## src/rtl/gfsk_pkg.sv

```systemverilog
`default_nettype none
// ============================================================================
// Module : gfsk_pkg
// Brief  : Shared types and symbol-level constants for the GFSK TX sequencer.
// Rev    : 1.0  initial release
// ============================================================================
package gfsk_pkg;

  typedef enum logic [2:0] {
    ST_IDLE     = 3'd0,
    ST_PREAMBLE = 3'd1,
    ST_SYNC     = 3'd2,
    ST_PAYLOAD  = 3'd3,
    ST_TAIL     = 3'd4
  } state_t;

  localparam logic [7:0]  PREAMBLE_BYTE = 8'hAA;
  localparam logic [15:0] SYM_POS       = 16'h7FFF;
  localparam logic [15:0] SYM_NEG       = 16'h8001;
  localparam logic [15:0] SYM_ZERO      = 16'h0000;

  // NRZ mapping: 1 -> +ampl, 0 -> two's-complement -ampl
  function automatic logic [15:0] nrz_level(input logic b, input logic [15:0] ampl);
    return b ? ampl : (~ampl + 16'd1);
  endfunction

endpackage
`default_nettype wire

```

## src/rtl/gfsk_symbol_timer.sv

```systemverilog
`default_nettype none
// ============================================================================
// Module : gfsk_symbol_timer
// Brief  : Symbol-period wrap counter; emits boundary tick and first-cycle strobe.
// Rev    : 1.0  initial release
// ============================================================================
module gfsk_symbol_timer #(
  parameter int SAMPLES_PER_SYMBOL = 100
) (
  input  logic clk,
  input  logic reset,
  input  logic enable,
  output logic tick,
  output logic strobe
);

  localparam int          CW   = $clog2(SAMPLES_PER_SYMBOL);
  localparam logic [CW-1:0] LAST = CW'(SAMPLES_PER_SYMBOL - 1);

  logic [CW-1:0] count;

  // Held at zero while idle so the first symbol of a frame starts a full period
  always_ff @(posedge clk) begin
    if (reset || !enable) begin
      count <= '0;
    end else if (count == LAST) begin
      count <= '0;
    end else begin
      count <= count + 1'b1;
    end
  end

  assign tick   = enable && (count == LAST);
  assign strobe = enable && (count == '0);

endmodule
`default_nettype wire

```

## src/rtl/gfsk_tx_sequencer.sv

```systemverilog
`default_nettype none
// ============================================================================
// Module : gfsk_tx_sequencer
// Brief  : Frame sequencer emitting preamble, sync, payload and tail NRZ symbols.
// Rev    : 1.0  initial release
// ============================================================================
module gfsk_tx_sequencer
  import gfsk_pkg::*;
#(
  parameter int          SAMPLES_PER_SYMBOL = 100,
  parameter int          PREAMBLE_BYTES     = 4,
  parameter logic [31:0] SYNC_WORD          = 32'h8E89BED6,
  parameter int          SYNC_BITS          = 32,
  parameter int          TAIL_SYMBOLS       = 4,
  parameter logic [15:0] SYMBOL_AMPL        = SYM_POS
) (
  input  logic        clk,
  input  logic        reset,
  input  logic        start,
  input  logic [7:0]  payload_len,
  input  logic [7:0]  tx_data,
  input  logic        tx_valid,
  output logic        tx_ready,
  output logic [15:0] symbol_out,
  output logic        symbol_strobe,
  output logic        busy,
  output logic        done,
  output logic        underrun
);

  localparam logic [15:0] PRE_LAST  = 16'(8 * PREAMBLE_BYTES - 1);
  localparam logic [15:0] SYNC_LAST = 16'(SYNC_BITS - 1);
  localparam logic [15:0] TAIL_LAST = 16'(TAIL_SYMBOLS - 1);
  localparam logic [15:0] BYTE_LAST = 16'd7;

  state_t      state;
  logic [15:0] sym_cnt;
  logic [15:0] sym_next;
  logic [7:0]  len_q;
  logic [7:0]  fetched;
  logic [7:0]  loaded;
  logic [7:0]  hold;
  logic [7:0]  shift;
  logic        hold_full;
  logic        tick;
  logic        xfer;
  logic        need_load;
  logic        do_load;
  logic        starve;

  gfsk_symbol_timer #(
    .SAMPLES_PER_SYMBOL(SAMPLES_PER_SYMBOL)
  ) u_timer (
    .clk    (clk),
    .reset  (reset),
    .enable (busy),
    .tick   (tick),
    .strobe (symbol_strobe)
  );

  assign busy     = (state != ST_IDLE);
  assign tx_ready = ((state == ST_SYNC) || (state == ST_PAYLOAD)) && !hold_full
                    && (fetched < len_q);
  assign xfer     = tx_valid && tx_ready;
  assign sym_next = sym_cnt + 16'd1;

  // A byte is needed at the end of the sync word or at the end of a payload byte
  // whenever more payload remains to be sent.
  always_comb begin
    need_load = 1'b0;
    if (tick) begin
      if (state == ST_SYNC && sym_cnt == SYNC_LAST) begin
        need_load = (len_q != 8'd0);
      end else if (state == ST_PAYLOAD && sym_cnt == BYTE_LAST) begin
        need_load = (loaded < len_q);
      end
    end
  end

  assign do_load = need_load && hold_full;
  assign starve  = need_load && !hold_full;

  always_ff @(posedge clk) begin
    if (reset) begin
      state      <= ST_IDLE;
      sym_cnt    <= '0;
      len_q      <= '0;
      fetched    <= '0;
      loaded     <= '0;
      hold       <= '0;
      shift      <= '0;
      hold_full  <= 1'b0;
      symbol_out <= SYM_ZERO;
      done       <= 1'b0;
      underrun   <= 1'b0;
    end else begin
      done     <= 1'b0;
      underrun <= 1'b0;

      case (state)
        ST_IDLE: begin
          if (start) begin
            state      <= ST_PREAMBLE;
            len_q      <= payload_len;
            sym_cnt    <= '0;
            fetched    <= '0;
            loaded     <= '0;
            hold_full  <= 1'b0;
            symbol_out <= nrz_level(PREAMBLE_BYTE[0], SYMBOL_AMPL);
          end
        end
        ST_PREAMBLE: begin
          if (tick) begin
            if (sym_cnt == PRE_LAST) begin
              state      <= ST_SYNC;
              sym_cnt    <= '0;
              symbol_out <= nrz_level(SYNC_WORD[0], SYMBOL_AMPL);
            end else begin
              sym_cnt    <= sym_next;
              symbol_out <= nrz_level(PREAMBLE_BYTE[sym_next[2:0]], SYMBOL_AMPL);
            end
          end
        end
        ST_SYNC: begin
          if (tick) begin
            if (sym_cnt != SYNC_LAST) begin
              sym_cnt    <= sym_next;
              symbol_out <= nrz_level(SYNC_WORD[sym_next[4:0]], SYMBOL_AMPL);
            end else begin
              state      <= do_load ? ST_PAYLOAD : ST_TAIL;
              sym_cnt    <= '0;
              symbol_out <= do_load ? nrz_level(hold[0], SYMBOL_AMPL) : SYM_ZERO;
            end
          end
        end
        ST_PAYLOAD: begin
          if (tick) begin
            if (sym_cnt != BYTE_LAST) begin
              sym_cnt    <= sym_next;
              shift      <= shift >> 1;
              symbol_out <= nrz_level(shift[1], SYMBOL_AMPL);
            end else begin
              state      <= do_load ? ST_PAYLOAD : ST_TAIL;
              sym_cnt    <= '0;
              symbol_out <= do_load ? nrz_level(hold[0], SYMBOL_AMPL) : SYM_ZERO;
            end
          end
        end
        ST_TAIL: begin
          if (tick) begin
            symbol_out <= SYM_ZERO;
            if (sym_cnt == TAIL_LAST) begin
              state   <= ST_IDLE;
              sym_cnt <= '0;
              done    <= 1'b1;
            end else begin
              sym_cnt <= sym_next;
            end
          end
        end
        default: begin
          state <= ST_IDLE;
        end
      endcase

      if (do_load) begin
        shift     <= hold;
        hold_full <= 1'b0;
        loaded    <= loaded + 8'd1;
      end
      if (starve) begin
        underrun <= 1'b1;
      end
      // A new byte may land in the same edge the old one moves to the shifter
      if (xfer) begin
        hold      <= tx_data;
        hold_full <= 1'b1;
        fetched   <= fetched + 8'd1;
      end
    end
  end

endmodule
`default_nettype wire

```

## config.mk

```make
export PLATFORM = sky130hd
export DESIGN_NAME = gfsk_tx_sequencer
export DESIGN_NICKNAME = d
export VERILOG_FILES = /design/src/rtl/gfsk_pkg.sv /design/src/rtl/gfsk_symbol_timer.sv /design/src/rtl/gfsk_tx_sequencer.sv
export SDC_FILE = /design/constraint.sdc
export NUM_CORES = 1
export LEC_CHECK = 0
export CORE_MARGIN = 2
export CORE_UTILIZATION = 30
export DETAILED_ROUTE_END_ITERATION = 16
export GPL_TIMING_DRIVEN = 0
export MAX_ROUTING_LAYER = met4
export PLACE_DENSITY_LB_ADDON = 0.12
export SETUP_SLACK_MARGIN = 0.3
export SKIP_LAST_GASP = 1
export SYNTH_ARGS = -nofsm -noshare
export SYNTH_HDL_FRONTEND = slang
export SYNTH_SLANG_ARGS = --single-unit
```

## constraint.sdc

```tcl
create_clock -name clk -period 7.2 [get_ports clk]
set_input_delay 1.44 -clock clk [delete_from_list [all_inputs] [get_ports clk]]
set_output_delay 1.44 -clock clk [all_outputs]
set_load 0.05 [all_outputs]
```

## Word-level counts from Yosys, hierarchy flattened

Memory sizes are Yosys's and may differ from the RTL's.
Cells that the tools add are included.

- Bits of input ports: 20
- Bits in read-only memories: 40
- Logic and storage cells: 133
- Output and inout bits: 21
- Memories kept: 2
- Flip-flop bits (word level): 85

Memory list:

| memory | words | bits a word | rd ports | clocked after Yosys merged registers in | write ports | RTL line | text |
|---|---|---|---|---|---|---|---|
| (no name shown) | 32 | 1 | 1 | 0 | 0 | gfsk_tx_sequencer.sv:128 | `symbol_out <= nrz_level(SYNC_WORD[sym_next[4:0]], SYMBOL_AMPL);` |
| (no name shown) | 8 | 1 | 1 | 0 | 0 | gfsk_tx_sequencer.sv:120 | `symbol_out <= nrz_level(PREAMBLE_BYTE[sym_next[2:0]], SYMBOL_AMPL);` |

- Equality and inequality tests: 19
- Add/sub/neg operators: 4
- Reductions and logical operators: 36
- Magnitude comparators: 4
- Bitwise gates (word level): 2
- Mux-type cells: 54

Operator list:

| kind | number |
|---|---|
| two-way mux 16 bit | 22 |
| case mux 16 bit (5 select lines) | 2 |
| two-way mux 8 bit | 8 |
| two-way mux 3 bit | 10 |
| != test 2 bit (second input constant) | 9 |
| adder 16 x 1 -> 16 bit (second input constant) | 1 |
| adder 8 x 1 -> 8 bit (second input constant) | 2 |
| == test 16 x 2 -> 1 bit (second input constant) | 1 |
| == test 16 x 3 -> 1 bit (second input constant) | 1 |
| == test 16 x 5 -> 1 bit (second input constant) | 1 |
| < comparator 8 bit | 2 |
| != test 16 x 3 -> 1 bit (second input constant) | 1 |
| != test 16 x 5 -> 1 bit (second input constant) | 1 |
| case mux 3 bit (5 select lines) | 1 |
| nonzero test 2 bit | 7 |
| two-way mux 1 bit | 11 |
| logical AND 1 bit | 9 |
| AND reduction 9 bit | 1 |
| nonzero test 3 bit | 3 |
| AND reduction 2 bit | 4 |
| nonzero test 8 bit | 1 |
| adder 7 x 1 -> 7 bit (second input constant) | 1 |
| == test 7 bit (second input constant) | 1 |
| logical NOT 7 bit | 1 |
| 14 further kinds | 18 |

## Longest topological paths before layout

Gate-level depths: netlist (run 1).

- Depth in word-level cells: 10
- Depth in mapped cells: 10
- Gate-level depth less buffers: 8

## Hierarchy

A second synthesis (run 1) with hierarchy kept.

- Cells, all modules: 513
- Area total of the unflattened synthesis: 4270.3 µm²

Modules (own cells, without submodules):

| module | seq. area each (µm²) | times used | cells an instance | area each (µm²) |
|---|---|---|---|---|
| gfsk_tx_sequencer | 1281.2 | 1 | 471 | 3878.7 |
| gfsk_symbol_timer | 140.1 | 1 | 42 | 391.6 |

## Least setup slack after synthesis (run 1)

Ideal clock, no wire load.

- Kind: reg-to-output
- From: register len_q[1]
- To: output tx_ready
- Path slack: 4.168 ns
- Arrival: 1.592 ns
- Data required time: 5.760 ns
- Stages on the path, launching flop included: 6
- Buffers on the path: 0
- Path through: dfxtp_1 -> inv_1 -> ha_1 -> a21o_1 -> a211oi_1 -> o211a_1

- Word-level cells in the longest chain between the ends: 2

RTL lines:

| item | RTL line | text |
|---|---|---|
| start: declaration | gfsk_tx_sequencer.sv:39 | `logic [7:0] len_q;` |
| start signal: assignment | gfsk_tx_sequencer.sv:104 | `len_q <= payload_len;` |
| < comparator 8 bit | gfsk_tx_sequencer.sv:63 | `&& (fetched < len_q);` |
| logical AND 1 bit | gfsk_tx_sequencer.sv:63 |  |
| end: declaration | gfsk_tx_sequencer.sv:23 | `output logic tx_ready,` |

No other way between the ends.

## Worst setup path in the final report (run 1)

Ends and elaborated chain as after synthesis.

==> results of run 1 <==
layout by cell type (no fill, tap or decap), types with 15 or more instances in the layout:
cell	n
a21oi_1	26
clkbuf_1	23
clkdlybuf4s50_1	39
dfxtp_1	71
ha_1	22
inv_1	22
mux2i_1	15
nand2_1	37
nand3_1	29
nor2_1	48
worst max-delay path, cell delays in order (launching register included):
cell,delay [ns]
dfxtp_1,0.36
inv_1,0.09
ha_1,0.30
a21o_1,0.16
a211oi_1,0.39
o211a_1,0.23
clkdlybuf4s50_1,0.81
flip-flops by register name, indices dropped and copies added (netlist names):
register,count
done,1
fetched,8
hold,8
hold_full,1
len_q,8
loaded,8
shift,7
state,3
sym_cnt,16
symbol_out,3
u_timer.count,7
underrun,1
layout make-up:
cell class / instances / area share
timing repair buffer: 39 / 0.0766
inverter: 22 / 0.0162
tap: 180 / 0.0442
clock inverter: 4 / 0.00565
sequential: 71 / 0.279
buffer: 41 / 0.0422
multi-input combinational: 368 / 0.486
clock buffer: 12 / 0.0503
cell families (layout without fill, tap and decap cells):
family                     after synthesis  count (layout)
muxes                                   16              16
buffers and inverters                   63             118
adders and majority gates               23              23
DFF                                     71              71
and+or+nand+nor                        207             207
AOI/OAI and AO/OA                       99              99
xor gates and xnor gates                23              23
worst paths after layout:
kind	to	start	cells past startpoint
max reg2reg	loaded[1]	sym_cnt[1]	7
min reg2reg	u_timer.count[0]	u_timer.count[0]	1
min	u_timer.count[0]	u_timer.count[0]	1
max	tx_ready	len_q[1]	6
per-stage QoR:
step | total power, mW | area, um^2 | hold WS (ns)
CTS | 1.27 | 5100 | 0.477
detailed placement | 0.836 | 4810 | 0.465
global placement | 0.834 | 4810 | 0.447
floorplan | 0.717 | 4200 | 0.426
finish | 1.26 | 5100 | 0.471
global route | 1.33 | 5100 | 0.504
power by group through the flow:
stage	combinational (mW)	sequential [mW]	clock (mW)
after global placement	0.394	0.440	0
after CTS	0.399	0.432	0.443
final	0.394	0.432	0.430
after global routing	0.433	0.435	0.459
after detailed placement	0.396	0.440	0
after floorplan	0.273	0.444	0
routing by layer:
metal  vias up  GRT usage  part of all wire
li1       1892          -                 -
met1      1778      0.219              0.50
met2        66      0.250              0.45
met3        14     0.0265             0.031
met4         0     0.0733             0.019
met5         -          -                 0
==> flow_summary.yaml, run 1 <==
placement:
  placed_cells: 721
  dp_hpwl_um: 8520
  gp_congestion: 0.854
  port_buffers: 39
  pre_cts_slack_ns: 3.45
layout:
  drive_above_1_share: 0.0969
  seqCellArea_mm2: 0.00142
  nNetsFinal: 594
  multi_input_area_mm2: 0.00248
  area_growth_pct: 21.5
  fillCellCount: 1439
  utilization: 0.370
  antenna_cells: 0
  stdcell_count: 737
yosys:
  synth_common_cells: "dfxtp_1 (71), nor2_1 (48), nand2_1 (37), nand3_1 (29), a21oi_1 (26)"
  syn_area_mm2: 0.00420
  synth_fp_nets: 544
  syn_inst: 502
  synth_ff_type: "dfxtp_1"
  synth_top_cell_area_share: 0.339
  synth-compound-area-share: 0.166
  synthSimpleGateAreaFrac: 0.270
  synth_top_area_cell: "dfxtp_1"
  synth_area_leaders: "dfxtp_1 (34%), ha_1 (6.6%), nor2_1 (4.3%), mux2i_1 (3.6%), nand3_1 (3.5%)"
  ys_seq_elements: 71
  synth_edf_count: 0
  async_reset_ff_frac: 0
  synth_cell_types: 67
  synth_fa_ha_area_frac: 0.0680
  ys_warn_count: 0
  synth_top_family_by_area: "simple AND/OR/NAND/NOR gates"
  synth.yosys.seq_area_share: 0.339
  synth_xor_area_frac: 0.0480
  synth_mux_area_frac: 0.0385
  post-synth-top-count-cell: "dfxtp_1"
  synth_area_per_cell_um2: 8.36
run:
  maxCapViolations: 0
die:
  start_util: 0.305
  die_h_um: 122
  core_area_mm2: 0.0138
  rows: 43
  io-pin-count: 41
  die_area_mm2: 0.0149
  die_w_um: 122
sta:
  max_slew_margin: 0.549
  drv_slew: 0
  setup_viol_count_final: 0
  setup_tns_ns: 0
  fin_ws_ns: 3.08
  final.min_clock_period_ns: 4.12
  finalClockSkew_ns: 0.00828
  final_hold_viol_count: 0
  rsz0062_at_grt: "false"
  worst_pin_slew_ns: 0.673
  finalCritPeriodShare: 0.572
  fmax_ghz: 0.243
grt:
  grt_pass1_vias: 3526
  antenna_found_initial: 0
  globalRouteOverflowTotal: 0
  grt_use_total: 0.166
  grt_max_degree: 17
  grt_pass1_wl_um: 18500
routing:
  drt_wl_total_um: 11400
  drtAntennaViolNets: 0
  wl_per_cell_um: 15.5
  via_count: 3750
  dr.first_iter.drc_count: 172
  route.detailed.drc: 0
  viasPerCell: 5.09
  first_pass_iters: 5
cts:
  numCtsBuffers: 9
  holdBufCountCts: 0
  ctsResizeCount: 0
  h-tree-depth: 3
  cts.sinks: 71
  cts_tree: "built"
  postCtsSetupBuffers: 0
  clk_latency_ns: 0.34
  clockBufferDepth: 2
  clock_tree.root_cell: "clkbuf_16"
  clk_pin_slew_ns: 0.06
min_path:
  hp-class: "reg2reg"
pwr:
  power_frac_clock: 0.342
  power_frac_comb: 0.314
  switching_share: 0.359
  power_switching_mw: 0.451
  seq_power_share: 0.344
  power_density_mw_per_mm2: 246
  power.internal_mw: 0.805
  leakage_nw: 1.81
  peakVddDrop_mv: 0.124
worst_setup_path:
  reg2reg_slack_ns: 4.13
  cp_max_fo: 3
  end_kind: "output pin"
  worstSetupPathType: "reg2out"
  worstPathRequired_ns: 5.76
  cp-start-kind: "flip-flop"
  worst-endpoint-arrival_ns: 2.68
status:
  status: "finished, final reports clean"
Note: power is estimated with default switching activity, not from simulation.
==> run 2: changes to the inputs <==
- clock period: 7.2 -> 4.1 ns (I/O delays scaled with it)
==> results of run 2 <==
The final DEF is identical to that of run 1. Status: finished, final reports clean.
Among the figures that moved: setup slack after placement 3.45 ns -> 0.966 ns; setup slack after layout 3.08 ns -> 0.602 ns; register-to-register setup slack 4.13 ns -> 1.03 ns; total power 1.26 mW -> 2.21 mW; worst IR drop on VDD 0.124 mV -> 0.218 mV
